[src/rtl/aes_pkg.sv]
// Shared AES helpers: GF(2^8) doubling, column access on the row-major state
// layout (byte (r,c) at bits 8*(4r+c)), and the enums used by the round datapath.
package aes_pkg;

  typedef enum logic {
    CIPH_FWD = 1'b0,
    CIPH_INV = 1'b1
  } ciph_op_e;

  typedef enum logic [1:0] {
    IMC_IDLE = 2'd0,
    IMC_BUSY = 2'd1,
    IMC_DONE = 2'd2
  } aes_imc_state_e;

  // Multiply by x modulo x^8+x^4+x^3+x+1.
  function automatic logic [7:0] aes_mul2(input logic [7:0] b);
    return {b[6:0], 1'b0} ^ (b[7] ? 8'h1b : 8'h00);
  endfunction

  function automatic logic [7:0] aes_mul4(input logic [7:0] b);
    return aes_mul2(aes_mul2(b));
  endfunction

  // Column word packs row r at bits [8r +: 8].
  function automatic logic [31:0] aes_col_get(input logic [127:0] s, input logic [1:0] c);
    logic [31:0] col;
    col = 32'd0;
    for (int r = 0; r < 4; r++) begin
      col[8*r +: 8] = s[8*(4*r + int'(c)) +: 8];
    end
    return col;
  endfunction

  function automatic logic [127:0] aes_col_set(input logic [127:0] s, input logic [1:0] c,
                                               input logic [31:0] col);
    logic [127:0] t;
    t = s;
    for (int r = 0; r < 4; r++) begin
      t[8*(4*r + int'(c)) +: 8] = col[8*r +: 8];
    end
    return t;
  endfunction

  function automatic logic [127:0] aes_transpose(input logic [127:0] s);
    logic [127:0] t;
    t = 128'd0;
    for (int r = 0; r < 4; r++) begin
      for (int c = 0; c < 4; c++) begin
        t[8*(4*c + r) +: 8] = s[8*(4*r + c) +: 8];
      end
    end
    return t;
  endfunction

endpackage

[src/rtl/aes_inv_mix_single_column.sv]
// Combinational InvMixColumns of one 32-bit column (row r at bits [8r +: 8]).
module aes_inv_mix_single_column
  import aes_pkg::*;
(
  input  logic [31:0] col_i,
  output logic [31:0] col_o
);

  logic [7:0] a  [4];
  logic [7:0] x2 [4];
  logic [7:0] x4 [4];
  logic [7:0] x8 [4];
  logic [7:0] m9 [4];
  logic [7:0] mb [4];
  logic [7:0] md [4];
  logic [7:0] me [4];

  // Each output row is the circulant {0e,0b,0d,09} applied starting at that row.
  for (genvar r = 0; r < 4; r++) begin : g_row
    assign a[r]  = col_i[8*r +: 8];
    assign x2[r] = aes_mul2(a[r]);
    assign x4[r] = aes_mul4(a[r]);
    assign x8[r] = aes_mul2(x4[r]);
    assign m9[r] = x8[r] ^ a[r];
    assign mb[r] = x8[r] ^ x2[r] ^ a[r];
    assign md[r] = x8[r] ^ x4[r] ^ a[r];
    assign me[r] = x8[r] ^ x4[r] ^ x2[r];
    assign col_o[8*r +: 8] = me[r] ^ mb[(r+1)%4] ^ md[(r+2)%4] ^ m9[(r+3)%4];
  end

endmodule

[src/rtl/aes_inv_mix_columns_seq.sv]
// Iterative InvMixColumns engine: accepts a state, transforms COLS_PER_CYCLE
// columns per clock, and holds the result until the consumer takes it.
module aes_inv_mix_columns_seq
  import aes_pkg::*;
#(
  parameter int COLS_PER_CYCLE = 1
) (
  input  logic         clk_i,
  input  logic         rst_i,
  input  logic         clear_i,
  input  logic         in_valid_i,
  output logic         in_ready_o,
  input  logic [127:0] data_i,
  output logic         out_valid_o,
  input  logic         out_ready_i,
  output logic [127:0] data_o,
  output logic         busy_o
);

  localparam int          N        = COLS_PER_CYCLE;
  localparam logic [1:0]  COL_STEP = 2'(N);
  localparam logic [1:0]  LAST_COL = 2'(4 - N);

  if (!(COLS_PER_CYCLE == 1 || COLS_PER_CYCLE == 2 || COLS_PER_CYCLE == 4)) begin : g_bad_cols
    $error("aes_inv_mix_columns_seq: COLS_PER_CYCLE must be 1, 2 or 4");
  end

  aes_imc_state_e state_q, state_d;
  logic [1:0]     col_q, col_d;
  logic [127:0]   in_q, in_d;
  logic [127:0]   res_q, res_d;

  logic [1:0]     col_idx [N];
  logic [31:0]    col_in  [N];
  logic [31:0]    col_out [N];

  for (genvar k = 0; k < N; k++) begin : g_col
    assign col_idx[k] = col_q + 2'(k);
    assign col_in[k]  = aes_col_get(in_q, col_idx[k]);

    aes_inv_mix_single_column u_col (
      .col_i (col_in[k]),
      .col_o (col_out[k])
    );
  end

  // Next-state, column counter and datapath register updates.
  always_comb begin
    state_d = state_q;
    col_d   = col_q;
    in_d    = in_q;
    res_d   = res_q;
    if (clear_i) begin
      state_d = IMC_IDLE;
      col_d   = 2'd0;
      in_d    = 128'd0;
      res_d   = 128'd0;
    end else begin
      case (state_q)
        IMC_IDLE: begin
          if (in_valid_i) begin
            in_d    = data_i;
            col_d   = 2'd0;
            state_d = IMC_BUSY;
          end else begin
            state_d = IMC_IDLE;
          end
        end
        IMC_BUSY: begin
          for (int k = 0; k < N; k++) begin
            res_d = aes_col_set(res_d, col_idx[k], col_out[k]);
          end
          col_d = col_q + COL_STEP;
          if (col_q == LAST_COL) begin
            state_d = IMC_DONE;
          end else begin
            state_d = IMC_BUSY;
          end
        end
        IMC_DONE: begin
          if (out_ready_i) begin
            // A waiting input is taken on the retire edge so there is no bubble.
            if (in_valid_i) begin
              in_d    = data_i;
              col_d   = 2'd0;
              state_d = IMC_BUSY;
            end else begin
              res_d   = 128'd0;
              state_d = IMC_IDLE;
            end
          end else begin
            state_d = IMC_DONE;
          end
        end
        default: begin
          state_d = IMC_IDLE;
          col_d   = 2'd0;
        end
      endcase
    end
  end

  // Handshake and data outputs decoded from the current state.
  always_comb begin
    in_ready_o  = 1'b0;
    out_valid_o = 1'b0;
    busy_o      = 1'b0;
    data_o      = 128'd0;
    case (state_q)
      IMC_IDLE: in_ready_o = 1'b1;
      IMC_BUSY: busy_o = 1'b1;
      IMC_DONE: begin
        out_valid_o = 1'b1;
        in_ready_o  = out_ready_i;
        data_o      = res_q;
      end
      default: begin
        in_ready_o  = 1'b0;
        out_valid_o = 1'b0;
      end
    endcase
  end

  // State and datapath registers.
  always_ff @(posedge clk_i or posedge rst_i) begin
    if (rst_i) begin
      state_q <= IMC_IDLE;
      col_q   <= 2'd0;
      in_q    <= 128'd0;
      res_q   <= 128'd0;
    end else begin
      state_q <= state_d;
      col_q   <= col_d;
      in_q    <= in_d;
      res_q   <= res_d;
    end
  end

endmodule
[config.mk]
export PLATFORM = sky130hd
export DESIGN_NAME = aes_inv_mix_columns_seq
export DESIGN_NICKNAME = d
export VERILOG_FILES = /design/src/rtl/aes_pkg.sv /design/src/rtl/aes_inv_mix_single_column.sv /design/src/rtl/aes_inv_mix_columns_seq.sv
export SDC_FILE = /design/constraint.sdc
export NUM_CORES = 1
export LEC_CHECK = 0
export CORE_MARGIN = 3
export CORE_UTILIZATION = 40
export CTS_BUF_LIST = sky130_fd_sc_hd__clkbuf_4 sky130_fd_sc_hd__clkbuf_8 sky130_fd_sc_hd__clkbuf_16
export DETAILED_ROUTE_END_ITERATION = 10
export SETUP_SLACK_MARGIN = 0.3
export SYNTH_ARGS = -nofsm -noshare
export SYNTH_HDL_FRONTEND = slang
export SYNTH_SLANG_ARGS = --single-unit
[constraint.sdc]
create_clock -name clk_i -period 10 [get_ports clk_i]
set_input_delay 1 -clock clk_i [delete_from_list [all_inputs] [get_ports clk_i]]
set_output_delay 1 -clock clk_i [all_outputs]
set_load 0.1 [all_outputs]
==> metrics.txt <==
result of the run=finished, final reports clean; Levels on crit path=8; post-synthesis net count=1337; cell with the biggest individual delay on the critical path=sky130_fd_sc_hd__mux4_1; Cell Pwr Density=221 nW/um^2; internal power summed over all cells=0.00242 W; portion of synthesized cell area occupied by the leading cell type=46.2%; ranking of synthesized cells by area=sky130_fd_sc_hd__dfrtp_1 46%, sky130_fd_sc_hd__a22o_1 11%, sky130_fd_sc_hd__xnor2_1 6.4%; die boundary height=194 um; count of vias placed by the detailed router=10500; cells resized by post-CTS repair=0; # H-tree levels=1; path category of the worst min-delay check=reg2reg; combinational fraction of design power=43.1%; count of buffers added by post-CTS timing repair for setup=0; fin crit share=47.8%; longest individual stage delay on the worst path=0.90 ns; Overflow after GRT=0; top post-synthesis cells by count=260 x sky130_fd_sc_hd__dfrtp_1, 172 x sky130_fd_sc_hd__a22o_1, 131 x sky130_fd_sc_hd__and2_1; worst endpoint data arrival time=5.21 ns; layout cells sized above 1=9.57%; sequential share of the synthesized area=46.2%; Die Wd=194 um; Setup WS pre-CTS=5.24 ns; total die area=37500 um^2; type of element capturing the critical path=register; cell type contributing the most total cell area after synthesis=sky130_fd_sc_hd__dfrtp_1; clk buf depth=3; Final Routed Wirelength=43200 um; core outline area=34600 um^2; leakage power figure=7.86 nW; final setup skew=0.0108 ns; most frequent cell after synthesis=sky130_fd_sc_hd__dfrtp_1; largest net degree at the start of global routing=133; fin crit period=4.78 ns; overall global routing resource usage=22.4%; Worst R2R Path Depth=8; routed len/inst=22.7 um; Slew Limit Headroom=13.5%; sort of element at the start of the critical path=register; final-stage net count=1562; count of final setup violators=0; count of boundary I/O pins=264; wire length of the first global-routing pass=66600 um; Clk pin slew, worst setup/hold paths=0.06 ns; Fill cells=3067; routed via count divided by cell count=5.54; kind of cell adding the most delay to the critical path=XOR/XNOR gates; number of distinct standard cells referenced by the synthesized netlist=57; total iterations of the first detailed-routing run=5; setup repair after global routing missed its margin=false; maximum clock frequency=209 MHz; mean instance size in the synthesized netlist=11.8 um^2; hold bufs inserted after CTS=0; Sw Share=39.4%; TritonCTS clock tree=yes; clock tree sinks=260; fraction of synthesis flops using an asynchronous set or reset pin=100%; overall power consumption=0.00399 W; DRC marker count from the first detailed-route iteration=924; global placer's final weighted congestion=0.909; primary flip-flop cell chosen by synthesis mapping=sky130_fd_sc_hd__dfrtp_1; DR DRC count=0; Total Negative Setup Slacks=0 ns; clock insertion delay at the later pin of the skew report=0.55 ns; count of flip-flops with a built-in enable after synthesis=0; IO Port Bufs=263; Worst EP required=10.43 ns; buffers plus inverters on the worst setup path=1; post-synthesis cell area=14100 um^2; diode insertion count for antenna repair=0; Mapped Cells=1196; highest fanout seen on the critical path=31; post-detailed-placement half-perimeter wirelength=31800 um; Final ANT Viol Nets=0; antenna violations before repair=2; net load switching power=0.00157 W; via count of the first global-routing pass=10700; pin slew with the least headroom to its limit=1.29 ns; number of storage elements in the synthesis netlist=260; hold violation total from the final report=0; buffer cell driving the clock tree root=sky130_fd_sc_hd__clkbuf_16; Placement Rows=68; Final Max Tran Viols=0; critical path class=reg2reg; VDD IR-drop max=0.178 mV; worst path setup slack after routing=5.22 ns; max capacitance violation total=0; crit path cell chain=buf_4 -> mux4_1 -> xnor2_1 -> xnor3_1 -> xnor3_1 -> xnor2_1 -> nor2_1 -> a221o_1; Syn-to-layout area delta=28.1%; TritonCTS buffer count=29; relative contribution of the clock network to total power=27.4%; sequential group share of total power=29.5%; starting density of the core=40.7%; Worst Hold Path Cells=2; warning count from the yosys run=0
[layer usage]
layer	part of all wire [%]	global-route usage (%)
met1	45	33.0
met2	45	34.7
met3	7.1	3.74
met4	2.6	5.55
met5	0.063	0
[power by group through the flow]
stage	Clock [W]	Sequential, W	Combinational (W)
after floorplan	0	0.00117	0.00108
after global placement	0	0.00119	0.00170
after detailed placement	0	0.00119	0.00170
after CTS	0.00111	0.00118	0.00170
after global routing	0.00116	0.00118	0.00178
final	0.00109	0.00118	0.00172
[kinds of logic (layout without fill, tap and decap cells)]
group           count (synthesis)  in the layout  share of synthesized area (%)
buf+inv                        93            339                           3.02
xor+xnor                      190            190                           16.6
flops                         260            260                           46.2
mux                            36             36                           5.55
compound gates                315            315                           17.1
fa+ha+maj                       8              8                          0.710
simple gates                  294            294                           10.9
[sequential cells by signal (all words and copies together) (netlist names)]
signal   cells
in_q       128
res_q      128
state_q      2
col_q        2
[tightest hold or removal path: stages (launching register included)]
cell and delay, ns:
sky130_fd_sc_hd__dfrtp_1 0.34, sky130_fd_sc_hd__nand2_1 0.04, sky130_fd_sc_hd__o21ai_0 0.06
[area by class of cell]
type,count,area (um^2),area share [%]
Multi-Input combinational cell,843,7200,39.9
Inverter,8,37.5,0.208
Sequential cell,260,6510,36.1
Timing Repair Buffer,279,2750,15.2
Tap cell,455,569,3.15
Clock inverter,14,150,0.832
Clock buffer,38,837,4.64
[through the flow]
step | cells | util (%) | instance area, um^2 | hold WS (ns)
finish | 1897 | 52.1 | 18100 | 0.472
global route | 1897 | 52.1 | 18100 | 0.488
CTS | 1897 | 52.1 | 18100 | 0.476
detailed placement | 1845 | 49.3 | 17100 | 0.460
global placement | 1845 | 49.3 | 17100 | 0.445
floorplan | 1196 | - | 14100 | 0.430
[final timing paths]
check                           startpoint    endpoint  slack, ns
worst min-delay path            res_q[117]  res_q[117]       0.47
min in group asynchronous            rst_i    in_q[11]       1.00
worst max register to register    col_q[0]   res_q[74]       5.22
max in group asynchronous            rst_i   res_q[75]       7.47
worst min register to register  res_q[117]  res_q[117]       0.47
worst max-delay path              col_q[0]   res_q[74]       5.22
[placed cells by master, fill, tap and decap left out, types with 6 or more instances in the layout]
cell type,synthesis,layout
sky130_fd_sc_hd__clkinv_2,0,9
sky130_fd_sc_hd__xnor3_2,7,7
sky130_fd_sc_hd__nand2b_1,6,6
sky130_fd_sc_hd__xnor3_1,18,18
sky130_fd_sc_hd__o22ai_1,27,27
sky130_fd_sc_hd__clkdlybuf4s50_1,0,263
sky130_fd_sc_hd__clkbuf_8,0,7
sky130_fd_sc_hd__xnor2_1,103,103
sky130_fd_sc_hd__xor3_1,7,7
sky130_fd_sc_hd__nor2_1,31,30
sky130_fd_sc_hd__dfrtp_1,260,258
sky130_fd_sc_hd__a21oi_1,9,8
sky130_fd_sc_hd__ha_1,8,8
sky130_fd_sc_hd__nand2_1,87,87
sky130_fd_sc_hd__nand3_1,8,8
sky130_fd_sc_hd__o21ai_0,58,58
sky130_fd_sc_hd__xor2_1,33,33
sky130_fd_sc_hd__o221ai_1,9,9
sky130_fd_sc_hd__buf_4,3,16
sky130_fd_sc_hd__nor3_1,11,11
sky130_fd_sc_hd__a221o_1,9,9
sky130_fd_sc_hd__inv_1,8,7
sky130_fd_sc_hd__clkbuf_16,0,29
sky130_fd_sc_hd__a22o_1,172,172
sky130_fd_sc_hd__and2_1,131,131
sky130_fd_sc_hd__a22oi_1,11,11
sky130_fd_sc_hd__xnor2_2,15,15
sky130_fd_sc_hd__mux4_2,27,27
No activity file was read; power rests on OpenSTA's default activity.
